[src/rtl/core_sequencer_pkg.sv]
// Shared types for the multi-cycle sequencer: instruction word, decoder branch codes,
// FSM state encoding and reset defaults.
package core_sequencer_pkg;

    localparam int unsigned XLEN_DEF     = 32;
    localparam logic [31:0] RESET_PC_DEF = 32'h0000_0000;

    typedef logic [31:0] instruction;

    typedef enum logic [1:0] {
        NO_JUMP = 2'd0,
        BEQ     = 2'd1,
        BLT     = 2'd2
    } ctrBranch;

    typedef enum logic [2:0] {
        FETCH,
        DECODE,
        EXECUTE,
        MEM,
        WB,
        HALT
    } seq_state_e;

    function automatic logic branch_taken(input ctrBranch br, input logic zero, input logic neg);
        return ((br == BEQ) && zero) || ((br == BLT) && neg);
    endfunction

endpackage

[src/rtl/core_sequencer_pc_unit.sv]
// PC register with next-PC adder/mux; only aligned targets are committed on retire.
module pc_unit
    import core_sequencer_pkg::*;
#(
    parameter int unsigned       XLEN     = XLEN_DEF,
    parameter logic [XLEN-1:0]   RESET_PC = XLEN'(RESET_PC_DEF)
) (
    input  logic            clk,
    input  logic            rst_n,
    input  logic            taken,
    input  logic [XLEN-1:0] offset,
    input  logic            retire,
    output logic [XLEN-1:0] pc,
    output logic            misaligned
);

    logic [XLEN-1:0] pc_q;
    logic [XLEN-1:0] pc_d;
    logic [XLEN-1:0] next_pc;

    always_comb begin
        next_pc    = taken ? (pc_q + offset) : (pc_q + XLEN'(4));
        misaligned = (next_pc[1:0] != 2'b00);
        pc_d       = (retire && !misaligned) ? next_pc : pc_q;
    end

    always_ff @(posedge clk or negedge rst_n) begin
        if (!rst_n) begin
            pc_q <= RESET_PC;
        end else begin
            pc_q <= pc_d;
        end
    end

    assign pc = pc_q;

endmodule

[src/rtl/core_sequencer.sv]
// Multi-cycle control FSM: fetch handshake, decode latch, execute, memory, writeback,
// retirement bookkeeping and sticky misaligned-target halt.
module core_sequencer
    import core_sequencer_pkg::*;
#(
    parameter int unsigned       XLEN     = XLEN_DEF,
    parameter logic [XLEN-1:0]   RESET_PC = XLEN'(RESET_PC_DEF)
) (
    input  logic            clk,
    input  logic            rst_n,
    output logic            imem_req,
    output logic [XLEN-1:0] imem_addr,
    input  logic            imem_ready,
    input  logic [31:0]     imem_rdata,
    output instruction      insn,
    input  logic            dec_rwe,
    input  logic            dec_dwe,
    input  logic            dec_regSelect,
    input  ctrBranch        dec_branch,
    input  logic [XLEN-1:0] dec_offset,
    input  logic            alu_zero,
    input  logic            alu_neg,
    output logic            dmem_req,
    output logic            dmem_we,
    input  logic            dmem_ready,
    output logic            rf_we,
    output logic [XLEN-1:0] pc,
    output logic [31:0]     instret,
    output logic            fault
);

    seq_state_e      state_q, state_d;
    instruction      insn_q;
    logic            rwe_q, dwe_q, rsel_q;
    ctrBranch        branch_q;
    logic [XLEN-1:0] offset_q;
    logic            taken_q;
    logic [31:0]     instret_q;
    logic            fault_q;

    logic            taken_now;
    logic            pc_taken;
    logic            is_load;
    logic            retire;
    logic            misaligned;

    always_comb begin
        state_d   = state_q;
        retire    = 1'b0;
        taken_now = branch_taken(branch_q, alu_zero, alu_neg);
        is_load   = rwe_q && !rsel_q && !dwe_q;
        // Flags are only live in EXECUTE; later retirements use the latched decision.
        pc_taken  = (state_q == EXECUTE) ? taken_now : taken_q;

        case (state_q)
            FETCH:   if (imem_ready) state_d = DECODE;
            DECODE:  state_d = EXECUTE;
            EXECUTE: begin
                if (dwe_q || is_load) state_d = MEM;
                else if (rwe_q)       state_d = WB;
                else                  retire  = 1'b1;
            end
            MEM: begin
                if (dmem_ready) begin
                    if (is_load) state_d = WB;
                    else         retire  = 1'b1;
                end
            end
            WB:      retire  = 1'b1;
            HALT:    state_d = HALT;
            default: state_d = FETCH;
        endcase

        if (retire) state_d = misaligned ? HALT : FETCH;
    end

    always_ff @(posedge clk or negedge rst_n) begin
        if (!rst_n) begin
            state_q   <= FETCH;
            insn_q    <= '0;
            rwe_q     <= 1'b0;
            dwe_q     <= 1'b0;
            rsel_q    <= 1'b0;
            branch_q  <= NO_JUMP;
            offset_q  <= '0;
            taken_q   <= 1'b0;
            instret_q <= '0;
            fault_q   <= 1'b0;
        end else begin
            state_q <= state_d;
            if (state_q == FETCH && imem_ready) insn_q <= imem_rdata;
            if (state_q == DECODE) begin
                rwe_q    <= dec_rwe;
                dwe_q    <= dec_dwe;
                rsel_q   <= dec_regSelect;
                branch_q <= dec_branch;
                offset_q <= dec_offset;
            end
            if (state_q == EXECUTE) taken_q <= taken_now;
            if (retire && !misaligned) instret_q <= instret_q + 32'd1;
            if (retire && misaligned)  fault_q   <= 1'b1;
        end
    end

    pc_unit #(
        .XLEN     (XLEN),
        .RESET_PC (RESET_PC)
    ) u_pc_unit (
        .clk        (clk),
        .rst_n      (rst_n),
        .taken      (pc_taken),
        .offset     (offset_q),
        .retire     (retire),
        .pc         (pc),
        .misaligned (misaligned)
    );

    // Reset state is FETCH, so the fetch request is qualified to stay low while held in reset.
    assign imem_req  = rst_n && (state_q == FETCH);
    assign imem_addr = pc;
    assign dmem_req  = (state_q == MEM);
    assign dmem_we   = (state_q == MEM) && dwe_q;
    assign rf_we     = (state_q == WB);
    assign insn      = insn_q;
    assign instret   = instret_q;
    assign fault     = fault_q;

endmodule

[config.mk]
export PLATFORM = sky130hd
export DESIGN_NAME = core_sequencer
export DESIGN_NICKNAME = d
export VERILOG_FILES = /design/src/rtl/core_sequencer_pkg.sv /design/src/rtl/core_sequencer_pc_unit.sv /design/src/rtl/core_sequencer.sv
export SDC_FILE = /design/constraint.sdc
export NUM_CORES = 1
export LEC_CHECK = 0
export BUFFER_PORTS_ARGS = -buffer_cell sky130_fd_sc_hd__buf_2
export CAP_MARGIN = 10
export CELL_PAD_IN_SITES_DETAIL_PLACEMENT = 1
export CELL_PAD_IN_SITES_GLOBAL_PLACEMENT = 2
export CORE_ASPECT_RATIO = 1.2
export CORE_MARGIN = 1.5
export CORE_UTILIZATION = 36
export CTS_CLUSTER_SIZE = 30
export DETAILED_ROUTE_END_ITERATION = 12
export PLACE_DENSITY_LB_ADDON = 0.1
export SKIP_LAST_GASP = 1
export SYNTH_ARGS = -nofsm -noshare
export SYNTH_HDL_FRONTEND = slang
export SYNTH_HIERARCHICAL = 1
export SYNTH_SLANG_ARGS = --single-unit
[constraint.sdc]
create_clock -name clk -period 8.1 [get_ports clk]
set_input_delay 0.81 -clock clk [delete_from_list [all_inputs] [get_ports clk]]
set_output_delay 0.81 -clock clk [all_outputs]
set_load 0.005 [all_outputs]
# After elaboration in Yosys (flattened, before gate mapping)
# Index checks and enable logic that the tools add are counted.
[totals]
ff_bits = 138
out_inout_bits = 133
wordCells = 58
[op_classes]
n_addsub = 3
muxes = 15
eq_ne = 12
n_reduce_logical = 17
[ops]
columns = ["op", "count"]
rows = [
  ["$add A32 B1 Y32 const B", 1],
  ["$add A32 B3 Y32 const B", 1],
  ["$add A32 B32 Y32", 1],
  ["$mux W32", 1],
  ["$mux W3", 7],
  ["$pmux W3 S6", 1],
  ["$logic_and A1 B1 Y1", 9],
  ["$eq A3 B2 Y1 const B", 2],
  ["$eq A3 B3 Y1 const B", 2],
  ["$ne A3 B1 Y1 const B", 2],
  ["$mux W1", 5],
  ["$reduce_and A5 Y1", 1],
  ["$ne A4 B3 Y1 const B", 1],
  ["$eq A3 B1 Y1 const B", 1],
  ["$logic_not A1 Y1", 3],
  ["$logic_not A3 Y1", 1],
  ["$ne A3 B3 Y1 const B", 1],
  ["$pmux W1 S3", 1],
  ["$eq A2 B1 Y1 const B", 1],
  ["$eq A2 B2 Y1 const B", 1],
  ["$logic_or A1 B1 Y1", 2],
  ["$ne A2 B1 Y1 const B", 1],
  ["$reduce_bool A2 Y1", 1],
]

# Longest topological paths before layout
# Gate-level depths: netlist (run 1).
[logic_depth]
ltp_word = 8
mapped_depth = 13
mapped_depth_nobuf = 11

# Hierarchy
# Netlist (run 1), hierarchy kept.
[by_module_without_submodules]
columns = ["module", "cells_per_inst", "instances", "area_per_inst_um2"]
rows = [
  ["core_sequencer", 364, 1, 4789.6],
  ["pc_unit", 470, 1, 3557.2],
]

# Least setup slack after synthesis (run 1)
# Ideal clock, no wire load.
[synth_timing]
path_kind = "register to register"
start = "register state_q[1]"
end = "register u_pc_unit.pc_q[28] (netlist: u_pc_unit/pc[28])"
n_path_buf = 3
t_arrival_ps = 2819
path_slack_ps = 5155
period_less_slack_ps = 2945
setup_time_ps = 126
stages_incl_launch_ff = 14
cell_sequence = "dfrtp_1 > clkbuf_1 > nor2b_1 > nor2b_1 > nor2_1 > a31oi_1 > nor3_1 > a21oi_1 > nand2b_1 > clkbuf_1 > clkbuf_1 > a21oi_1 > o22ai_1 > nand3_1"
[synth_via]
elab_chain_len = 6
word_cells_on_any_way = 9
[synth_lines]
columns = ["element", "line", "source"]
rows = [
  ["from (decl)", "core_sequencer.sv:32", "seq_state_e state_q, state_d;"],
  ["from (signal assigned)", "core_sequencer.sv:90", "state_q <= state_d;"],
  ["$eq A3 B2 Y1", "core_sequencer.sv:53", "pc_taken = (state_q == EXECUTE) ? taken_now : taken_q;"],
  ["$mux W1", "-", ""],
  ["named net pc_taken", "core_sequencer.sv:42", "logic pc_taken;"],
  ["$mux W32", "core_sequencer_pc_unit.sv:22", "next_pc = taken ? (pc_q + offset) : (pc_q + XLEN'(4));"],
  ["$reduce_bool A2 Y1", "core_sequencer_pc_unit.sv:23", "misaligned = (next_pc[1:0] != 2'b00);"],
  ["named net misaligned", "core_sequencer.sv:45", "logic misaligned;"],
  ["$logic_not A1 Y1", "core_sequencer_pc_unit.sv:24", "pc_d = (retire && !misaligned) ? next_pc : pc_q;"],
  ["$logic_and A1 B1 Y1", "core_sequencer_pc_unit.sv:24", ""],
  ["to (signal assigned)", "core_sequencer_pc_unit.sv:31", "pc_q <= pc_d;"],
  ["to (decl)", "core_sequencer_pc_unit.sv:17", "logic [XLEN-1:0] pc_q;"],
]
# The timed path passes the listed nets, and every way through them passes these cells.
# A chain may end at the register's enable or synchronous reset.

# Final worst setup path (run 1)
[layout_timing]
start = "register state_q[1]"
end = "register u_pc_unit.pc_q[31] (netlist: u_pc_unit/pc[31])"
# The elaborated chain is that of the path after synthesis.

==> run_results.csv, run 1 <==
group,metric,value,unit
timing,setup_viol,0,
cts,ctsResizeCount,0,
layout,nets,1111,
worst_setup_path,cp_cell_sequence,"nor2b_1 -> nor2b_1 -> nor2_1 -> a31oi_4 -> buf_4 -> nor3_1 -> a21oi_1 -> nand2b_1 -> buf_4 -> nor2_1 -> and4_1 -> a32oi_1 -> xnor2_1",
layout,utilization,44.4,%
logic_synthesis,synth_area,8350,µm²
logic_synthesis,seq_area_frac_synth,41.4,%
cts,cts_sinks,138,
worst_setup_path,path_max_fanout,59,
logic_synthesis,synth_cells,834,
drt,vias_per_cell,5.28,
timing,rsz0062_at_grt,"false",
logic_synthesis,yosys.cell_types.count,71,
logic_synthesis,ys_warn_count,6,
worst_setup_path,worstSetupEndpointType,"flop",
die,dieArea,24100,µm²
die,rows,60,
place,dpl.hpwl,17.9,mm
power,ir_drop,0.130,mV
worst_setup_path,crit_path_start_kind,"flop",
layout,drive_above_1_share,33.5,%
drt,wl_per_cell,18.3,µm
global_route,grt.busiest_layer,"met2",
layout,fillers,2611,
global_route,grt_pass1_vias,7217,
cts,cts_hold_buffers,0,
place,place_area,9460,µm²
timing,holdWs,285,ps
cts,cts_root_buf,"clkbuf_16",
worst_setup_path,startpoint,"state_q[1]$_DFFE_PN0P_",
global_route,grt_pass1_wl,38.6,mm
status,status,"complete, no violations",
drt,drtPass1Iterations,4,
drt,drc_errors,0,
layout,fin_cells,1326,
worst_setup_path,cp.arrival,4410,ps
place,dp_cells,1293,
global_route,globalRouteTotalUtil,20.4,%
timing,min_period_over_period,50.3,%
logic_synthesis,synth_flop_cell,"dfrtp_1",
global_route,grt_max_degree,60,
logic_synthesis,synth-compound-area-share,15.2,%
worst_setup_path,cp_slowest_cell,"a21oi_1",
place,gp_congestion,0.781,
timing,setup_tns,0,ps
place,io_buffer_count,207,
drt,finalWirelength,24.3,mm
logic_synthesis,synth_top_family_by_area,"simple AND/OR/NAND/NOR gates",
layout,syn_to_final_growth,20.1,%
logic_synthesis,muxShareOfSynthArea,10.1,%
cts,cts_tree,"built",
cts,post_cts_buffers,0,
die,start_util,36.9,%
global_route,grt_overflow,0,
min_path,min_path_type,"input pin to asynchronous set/reset pin",
timing,hold_viol_final,0,
timing,clock.fmax,0.245,GHz
logic_synthesis,synth_area_per_cell,10.0,µm²
global_route,use_met2,37.1,%
drt,dr.first_iter.drc_count,292,
cts,insertion_delay,420,ps
cts,clk_pin_slew,60,ps
logic_synthesis,synth_edf_count,0,
global_route,antenna_found_initial,1,
power,leakage,5.10,nW
timing,final_max_slew_viol_count,0,
logic_synthesis,syn-num-nets,943,
timing,finalCriticalPeriod,4080,ps
timing,fin_skew,13.0,ps
worst_setup_path,timing.rr.start,"state_q[1]$_DFFE_PN0P_",
logic_synthesis,async_flop_share,100,%
cts,cts.path.max_buffers,2,
cts,htree_levels,4,
logic_synthesis,ys_ff_latch,138,
power,pwr_density_cell,151,nW/µm²
die,core,22600,µm²
worst_setup_path,critPathKind,"flop to flop",
die,die_w,142,µm
global_route,grt_use_met1,24.5,%
logic_synthesis,synth_adder_area_share,5.19,%
place,dp_slack,4010,ps
timing,max-slew-margin-rel,45.8,%
logic_synthesis,synthSimpleGateAreaFrac,16.9,%
worst_setup_path,required,8430,ps
power,power.total,1.51,mW
flow_run,maxCapViolations,0,
drt,vias,7002,
worst_setup_path,slowest_delay,660,ps
global_route,global_route.usage.met3,4.91,%
die,die_y,170,µm
drt,ant_nets,0,
timing,worstMarginPinSlew,813,ps
timing,fin_ws,4020,ps
cts,cts_made_buffers,17,
logic_synthesis,synth_xor_xnor_area_share,5.88,%
die,io_pins,208,
layout,fin_area,10000,µm²
## where the power goes
part | leakage (nW) | total, mW | switching (mW) | internal (mW)
clock | 0.267 | 0.759 | 0.352 | 0.407
sequential | 1.86 | 0.701 | 0.00390 | 0.697
combinational | 2.97 | 0.0502 | 0.0257 | 0.0246
total | 5.10 | 1.51 | 0.382 | 1.13
## state kept, by name, indices dropped and copies added (netlist names)
name	count
rwe_q	1
offset_q	32
branch_q	2
rsel_q	1
u_pc_unit/pc	32
instret	32
state_q	3
dwe_q	1
taken_q	1
insn	32
fault	1
## final cells by class
| cell class | instances | area (µm²) | share of cell area (%) |
|---|---|---|---|
| antenna | 1 | 2.50 | 0.0250 |
| clock inverter | 14 | 131 | 1.31 |
| inverter | 14 | 52.6 | 0.524 |
| timing repair buffer | 215 | 1100 | 11.0 |
| tap | 310 | 388 | 3.87 |
| sequential | 138 | 3450 | 34.4 |
| multi-input combinational | 616 | 4470 | 44.6 |
| clock buffer | 18 | 429 | 4.28 |
## cell families after synthesis
kind of cell,Yosys count
compound gates,192
simple gates,259
flops,138
buf+inv,80
xor+xnor,56
fa+ha+maj,34
mux,75
## metal layers
| layer | share of wire (%) | vias up |
|---|---|---|
| met5 | 0 | - |
| met4 | 0.71 | 0 |
| met3 | 5.3 | 12 |
| li1 | - | 3353 |
| met1 | 42 | 3488 |
| met2 | 52 | 149 |
## placed cells by master, fill, tap and decap left out, types with 7 or more instances in the layout
cell type / n
xnor2_1: 32
buf_2: 206
buf_4: 8
and2_1: 14
nand4_1: 15
inv_1: 14
and3_1: 18
nor3_1: 18
a21o_1: 15
nand2_1: 49
nor2b_1: 10
mux2_2: 72
o21ai_0: 42
nor4_1: 7
a21oi_1: 62
ha_1: 33
clkbuf_16: 17
dfrtp_1: 138
and4_1: 7
xor2_1: 24
nand3_1: 33
nor2_1: 60
## worst max-delay path, delay by kind of cell, from the launching register on
kind / cells / cell delay (ps)
buffers and inverters: 2 / 910
and+or+nand+nor: 7 / 1340
xor gates and xnor gates: 1 / 150
DFF: 1 / 560
AOI/OAI and AO/OA: 3 / 1000
## synthesized netlist by cell type (14+ instances only)
master,count,area share (%)
ha_1,33,4.9
nand2_1,49,2.2
xor2_1,24,2.5
nor3_1,18,1.1
nor2_1,60,2.7
a21o_1,15,1.3
o21ai_0,42,2.5
nand3_1,33,2.0
nand4_1,15,1.1
clkbuf_1,20,0.90
mux2_2,72,9.7
dfrtp_1,138,41
and3_1,18,1.3
and2_1,14,1.0
buf_4,33,3.0
xnor2_1,32,3.4
inv_1,14,0.63
a21oi_1,62,3.7
## worst paths after layout
kind                       cells after the start                            to  slack [ps]
setup / recovery                              13  u_pc_unit/pc[31]$_DFFE_PN0P_        4020
hold / removal                                 1      offset_q[27]$_DFFE_PN0P_         290
setup reg to reg                              13  u_pc_unit/pc[31]$_DFFE_PN0P_        4020
hold reg to reg                                1             fault$_DFFE_PN0P_         450
max in group asynchronous                      3       offset_q[3]$_DFFE_PN0P_        6010
min in group clk                               1             fault$_DFFE_PN0P_         450
Power figures use the tool's default switching activity.
==> run 2, diff against run 1 <==
--- a/config.mk
+++ b/config.mk
@@ -11,7 +11,7 @@
 export CELL_PAD_IN_SITES_GLOBAL_PLACEMENT = 2
 export CORE_ASPECT_RATIO = 1.2
 export CORE_MARGIN = 1.5
-export CORE_UTILIZATION = 36
+export CORE_UTILIZATION = 30
 export CTS_CLUSTER_SIZE = 30
 export DETAILED_ROUTE_END_ITERATION = 12
 export PLACE_DENSITY_LB_ADDON = 0.1
==> constraint.sdc (replaced) <==
create_clock -name clk -period 3.7 [get_ports clk]
set_input_delay 0.37 -clock clk [delete_from_list [all_inputs] [get_ports clk]]
set_output_delay 0.37 -clock clk [all_outputs]
set_load 0.005 [all_outputs]
==> run 2 against run 1 <==
Compared with the run above: fmax up 22%; register-to-register slack worse by 3700 ps; combinational power increased by 120%; die area grew 20%; utilization down 6.7 points; clock power up 140%; critical path depth fell by 3; worst setup slack worse by 3700 ps; final area is 2.3% higher; via count is 1.1% higher.
==> run_results.csv, run 2 (same netlist as run 1, synthesis figures left out) <==
group,metric,value,unit
status,status,"complete, no violations",
cts,cts_made_buffers,17,
drt,dr.first_iter.drc_count,230,
min_path,holdPathEnd,"rwe_q$_DFFE_PN0P_",
place,dpl.hpwl,19.1,mm
min_path,min_path_type,"input pin to flop",
timing,setup_viol,0,
timing,fin_ws,362,ps
timing,setup_tns,0,ps
place,dp_slack,424,ps
worst_setup_path,cp_slowest_cell,"a221o_1",
layout,final_cell_mix,"buf_2, dfrtp_1, mux2_2",
cts,clk_pin_slew,70,ps
power,leakage,5.22,nW
cts,cts.path.max_buffers,2,
layout,nets,1127,
global_route,antenna_found_initial,2,
worst_setup_path,worstSetupEndpointType,"flop",
layout,utilization,37.6,%
cts,insertion_delay,430,ps
worst_setup_path,cp.arrival,3670,ps
drt,vias,7077,
worst_setup_path,crit_path_start_kind,"flop",
worst_setup_path,reg2reg_to,"u_pc_unit/pc[26]$_DFFE_PN0P_",
die,die_w,155,µm
worst_setup_path,timing.rr.start,"u_pc_unit/pc[0]$_DFFE_PN0P_",
die,io_pins,208,
global_route,grt_overflow,0,
layout,syn_to_final_growth,22.9,%
timing,finalCriticalPeriod,3340,ps
power,pwr-share-seq,44.7,%
power,combPwrFrac,3.3,%
global_route,globalRouteTotalUtil,18.3,%
place,gp_congestion,0.767,
timing,clock.fmax,0.300,GHz
die,dieArea,28800,µm²
timing,min_period_over_period,90.2,%
power,intPower,2.61,mW
cts,post_cts_buffers,0,
drt,vias_per_cell,5.15,
global_route,grt_pass1_wl,40.9,mm
timing,fin_skew,10.2,ps
timing,worstMarginPinSlew,693,ps
place,place_area,9640,µm²
worst_setup_path,critPathKind,"flop to flop",
timing,hold_viol_final,0,
drt,wl_per_cell,18.8,µm
power,p_sw,821,µW
cts,cts_root_buf,"clkbuf_16",
timing,final_max_slew_viol_count,0,
worst_setup_path,r2r_cells,10,
power,pwr_density_cell,335,nW/µm²
layout,fin_area,10300,µm²
power,pwr-share-clk,52.0,%
cts,htree_levels,4,
worst_setup_path,cp_cell_sequence,"ha_1 -> fa_1 -> a21oi_1 -> o21ai_0 -> a21oi_1 -> o21ai_1 -> a221o_1 -> o41ai_2 -> xor2_1 -> a211oi_1",
power,ir_drop,0.208,mV
layout,drive_above_1_share,34.4,%
worst_setup_path,path_max_fanout,5,
power,switching_share,23.9,%
worst_setup_path,r2r_slack,360,ps
global_route,grt_pass1_vias,7346,
timing,rsz0062_at_grt,"false",
drt,drc_errors,0,
timing,holdWs,148,ps
die,core,27300,µm²
drt,finalWirelength,25.9,mm
worst_setup_path,crit_path_frequent_cell,"a21oi_1",
cts,cts_tree,"built",
layout,final_common_cell,"buf_2",
drt,drtPass1Iterations,4,
worst_setup_path,slowest_delay,430,ps
timing,max-slew-margin-rel,53.8,%
min_path,min_delay_path_depth,3,
worst_setup_path,required,4030,ps
cts,cts_sinks,138,
min_path,hold_start,"dec_rwe",
place,io_buffer_count,207,
die,rows,66,
drt,ant_nets,0,
die,die_y,186,µm
die,start_util,30.6,%
flow_run,maxCapViolations,0,
global_route,grt_max_degree,80,
run 2: cell count changes in the layout (fill, tap and decap cells not counted):
| cell | before | now |
|---|---|---|
| inv_8 | 5 | 2 |
| clkbuf_8 | 0 | 1 |
| inv_6 | 3 | 4 |
| buf_12 | 0 | 2 |
| bufinv_16 | 0 | 2 |
| clkinvlp_4 | 3 | 2 |
| dlygate4sd3_1 | 0 | 1 |
| diode_2 | 1 | 2 |
| buf_4 | 8 | 21 |
run 2: layout make-up:
type                       instances  area [µm²]
multi-input combinational        616        4470
fill                            3186       17000
timing repair buffer             231        1250
inverter                          14        52.6
antenna                            2        5.00
tap                              340         425
clock inverter                    13         159
clock buffer                      19         443
sequential                       138        3450
run 2: critical path: cells and delay by family, from the launching register on:
family | cells | cell delay, ps
XOR/XNOR | 1 | 130
flip-flops | 1 | 410
adder cells (fa/ha/maj) | 2 | 650
AO/OA/AOI/OAI | 7 | 2050
run 2: power groups by stage:
| stage | clock network, mW | registers, mW | logic [mW] |
|---|---|---|---|
| floorplan | 0 | 1.56 | 0.0163 |
| global placement | 0 | 1.56 | 0.115 |
| detailed placement | 0 | 1.56 | 0.117 |
| CTS | 1.86 | 1.53 | 0.118 |
| global route | 1.90 | 1.54 | 0.127 |
| finish | 1.79 | 1.53 | 0.112 |
run 2: worst max-delay path by stage:
| stage | slack [ps] | to | start | cells after the start |
|---|---|---|---|---|
| 4_1_cts | 380 | u_pc_unit/pc[26]$_DFFE_PN0P_ | u_pc_unit/pc[0]$_DFFE_PN0P_ | 10 |
| 5_1_grt | 130 | u_pc_unit/pc[26]$_DFFE_PN0P_ | u_pc_unit/pc[0]$_DFFE_PN0P_ | 10 |
| 6_report | 360 | u_pc_unit/pc[26]$_DFFE_PN0P_ | u_pc_unit/pc[0]$_DFFE_PN0P_ | 10 |
| 2_1_floorplan | 750 | u_pc_unit/pc[28]$_DFFE_PN0P_ | state_q[1]$_DFFE_PN0P_ | 13 |
| 3_5_place_dp | 420 | u_pc_unit/pc[26]$_DFFE_PN0P_ | u_pc_unit/pc[0]$_DFFE_PN0P_ | 10 |
| 3_3_place_gp | 450 | u_pc_unit/pc[26]$_DFFE_PN0P_ | u_pc_unit/pc[0]$_DFFE_PN0P_ | 10 |
run 2: per-stage QoR:
stage | power (mW) | cells
final | 3.43 | 1373
after global routing | 3.56 | 1371
after CTS | 3.51 | 1371
after detailed placement | 1.68 | 1338
after global placement | 1.68 | 1338
after floorplan | 1.58 | 834
run 2: timing repair:
action / 4_1_cts / 5_1_grt
hold endpoints to repair: 59 / 0
gates resized for setup: 0 / 0
hold buffers: 1 / 0
run 2: layer usage:
metal | wire length [µm] | vias up | global-route usage (%)
li1 | - | 3374 | -
met5 | 13 | - | 0
met2 | 13300 | 149 | 32.8
met4 | 291 | 2 | 4.88
met1 | 11000 | 3530 | 21.7
met3 | 1250 | 22 | 4.94
==> run 3, diff against run 2 <==
--- a/config.mk
+++ b/config.mk
@@ -11,7 +11,7 @@
 export CELL_PAD_IN_SITES_GLOBAL_PLACEMENT = 2
 export CORE_ASPECT_RATIO = 1.2
 export CORE_MARGIN = 1.5
-export CORE_UTILIZATION = 30
+export CORE_UTILIZATION = 33
 export CTS_CLUSTER_SIZE = 30
 export DETAILED_ROUTE_END_ITERATION = 12
 export PLACE_DENSITY_LB_ADDON = 0.1
==> constraint.sdc (replaced) <==
create_clock -name clk -period 3.3 [get_ports clk]
set_input_delay 0.33 -clock clk [delete_from_list [all_inputs] [get_ports clk]]
set_output_delay 0.33 -clock clk [all_outputs]
set_load 0.005 [all_outputs]
==> run 3 against run 2 <==
Compared with the run above: combinational power up 12%; register-to-register slack worse by 140 ps; utilization up 4.1 points; flip-flop and latch count unchanged; largest cell class unchanged; highest routed layer is now met4.
==> run_results.csv, run 3 (same netlist as run 1, synthesis figures left out) <==
group,metric,value,unit
status,status,"complete, no violations",
worst_setup_path,cp.depth,10,
worst_setup_path,cp_cell_sequence,"ha_1 -> fa_1 -> a21oi_1 -> o21ai_0 -> a21oi_2 -> o21ai_1 -> a221o_1 -> a2111oi_0 -> o41ai_1 -> a22o_1",
worst_setup_path,reg2reg_to,"u_pc_unit/pc[16]$_DFFE_PN0P_",
layout,syn_to_final_growth,23.7,%
worst_setup_path,r2r_cells,10,
place,io_buffer_count,207,
layout,final_cell_mix,"buf_2, dfrtp_1, mux2_2",
worst_setup_path,critPathKind,"flop to flop",
die,rows,63,
cts,clk_pin_slew,60,ps
min_path,min_path_type,"input pin to flop",
die,die_y,177,µm
global_route,globalRouteTotalUtil,19.7,%
place,gp_congestion,0.765,
drt,dr.first_iter.drc_count,195,
worst_setup_path,worstSetupEndpointType,"flop",
worst_setup_path,startpoint,"u_pc_unit/pc[0]$_DFFE_PN0P_",
drt,drtPass1Iterations,4,
timing,worstMarginPinSlew,658,ps
worst_setup_path,required,3600,ps
global_route,grt_pass1_vias,7562,
layout,final_common_cell,"buf_2",
drt,finalWirelength,25.3,mm
worst_setup_path,cp.arrival,3380,ps
die,start_util,33.7,%
drt,vias_per_cell,5.15,
timing,max-slew-margin-rel,56.1,%
timing,setup_viol,0,
die,core,24800,µm²
cts,cts_tree,"built",
global_route,grt_pass1_wl,40.8,mm
layout,diodes,0,
die,dieArea,26300,µm²
timing,rsz0062_at_grt,"false",
drt,met3_length,1.23,mm
global_route,grt_max_degree,47,
worst_setup_path,slowest_delay,450,ps
drt,top_layer,"met4",
place,place_area,9710,µm²
global_route,grt_overflow,0,
timing,holdWs,128,ps
timing,hold_viol_final,0,
place,dpl.hpwl,18.8,mm
timing,setup_tns,0,ps
cts,cts_root_buf,"clkbuf_16",
power,leakage,5.29,nW
drt,vias,7065,
worst_setup_path,timing.rr.start,"u_pc_unit/pc[0]$_DFFE_PN0P_",
cts,insertion_delay,420,ps
cts,cts_sinks,138,
cts,cts_made_buffers,17,
power,ir_drop,0.275,mV
drt,ant_nets,0,
worst_setup_path,cp_slowest_cell,"a2111oi_0",
timing,final_max_slew_viol_count,0,
die,die_w,148,µm
timing,clock.fmax,0.324,GHz
drt,drc_errors,0,
timing,finalCriticalPeriod,3080,ps
drt,wl_per_cell,18.4,µm
timing,fin_skew,14.1,ps
cts,htree_levels,4,
worst_setup_path,cp-endpoint,"u_pc_unit/pc[16]$_DFFE_PN0P_",
layout,nets,1142,
worst_setup_path,crit_family,"compound AO/OA/AOI/OAI gates",
drt,dr_wl_met2,12.8,mm
layout,drive_above_1_share,35.6,%
layout,fin_area,10300,µm²
worst_setup_path,crit_path_start_kind,"flop",
flow_run,maxCapViolations,0,
cts,cts.path.max_buffers,2,
timing,min_period_over_period,93.4,%
drt,wl_met1,11.0,mm
die,io_pins,208,
worst_setup_path,path_max_fanout,5,
power,pwr_density_cell,366,nW/µm²
global_route,antenna_found_initial,0,
worst_setup_path,r2r_slack,220,ps
worst_setup_path,critical_path_buf_inv_count,0,
run 3: cell types whose count changed in the layout (fill, tap and decap cells not counted), sizes merged:
| cell | delta |
|---|---|
| buf | +15 |
| diode | -2 |
| bufinv | -1 |
| clkbuf | -1 |
| clkinvlp | +1 |
| inv | +1 |
run 3: layout make-up:
type | instances | area (µm²)
Timing Repair Buffer | 246 | 1340
Clock inverter | 14 | 153
Sequential cell | 138 | 3450
Multi-Input combinational cell | 616 | 4490
Fill cell | 2900 | 14400
Tap cell | 325 | 407
Clock buffer | 18 | 429
Inverter | 14 | 52.6
run 3: worst min path at each step:
stage / end / from / slack [ps] / depth (start not counted)
5_1_grt: insn[18]$_DFFE_PN0P_ / imem_rdata[18] / 110 / 2
2_1_floorplan: branch_q[0]$_DFFE_PN0P_ / rst_n / 30 / 0
4_1_cts: insn[8]$_DFFE_PN0P_ / imem_rdata[8] / 110 / 2
3_3_place_gp: u_pc_unit/pc[21]$_DFFE_PN0P_ / rst_n / 300 / 1
3_5_place_dp: u_pc_unit/pc[21]$_DFFE_PN0P_ / rst_n / 300 / 1
6_report: rwe_q$_DFFE_PN0P_ / dec_rwe / 130 / 3
run 3: repair_timing:
action / CTS / global route
endpoints found under the setup margin: 0 / 5
hold endpoints to repair: 41 / 0
resized for setup: 0 / 3
hold buffers: 1 / 0
buffers inserted: 0 / 0
run 3: tightest hold or removal path: stages:
cell	delay, ps
buf_2	80
nand2_1	40
o21ai_0	60
run 3: report_power, final:
| group | internal, mW | leakage, nW | switching (mW) |
|---|---|---|---|
| clock network | 1.07 | 0.275 | 0.866 |
| registers | 1.71 | 1.86 | 0.00949 |
| logic | 0.0618 | 3.15 | 0.0628 |
| total | 2.84 | 5.29 | 0.938 |
run 3: per-stage QoR:
| step | total power, mW | utilization (%) | std cells | setup slack [ps] |
|---|---|---|---|---|
| final | 3.78 | 41.7 | 1371 | 217 |
| after detailed placement | 1.88 | 39.2 | 1338 | 135 |
| after floorplan | 1.77 | - | 834 | 355 |
| after CTS | 3.86 | 41.6 | 1371 | 70.9 |
| after global routing | 3.92 | 41.7 | 1371 | 5.03 |
| after global placement | 1.88 | 39.2 | 1338 | 167 |
run 3: metal layers:
layer  track usage [%]  vias to the layer above
li1                  -                     3409
met1              24.0                     3493
met3              5.13                       17
met4              4.87                        0
met2              34.8                      146
met5                 0                        -
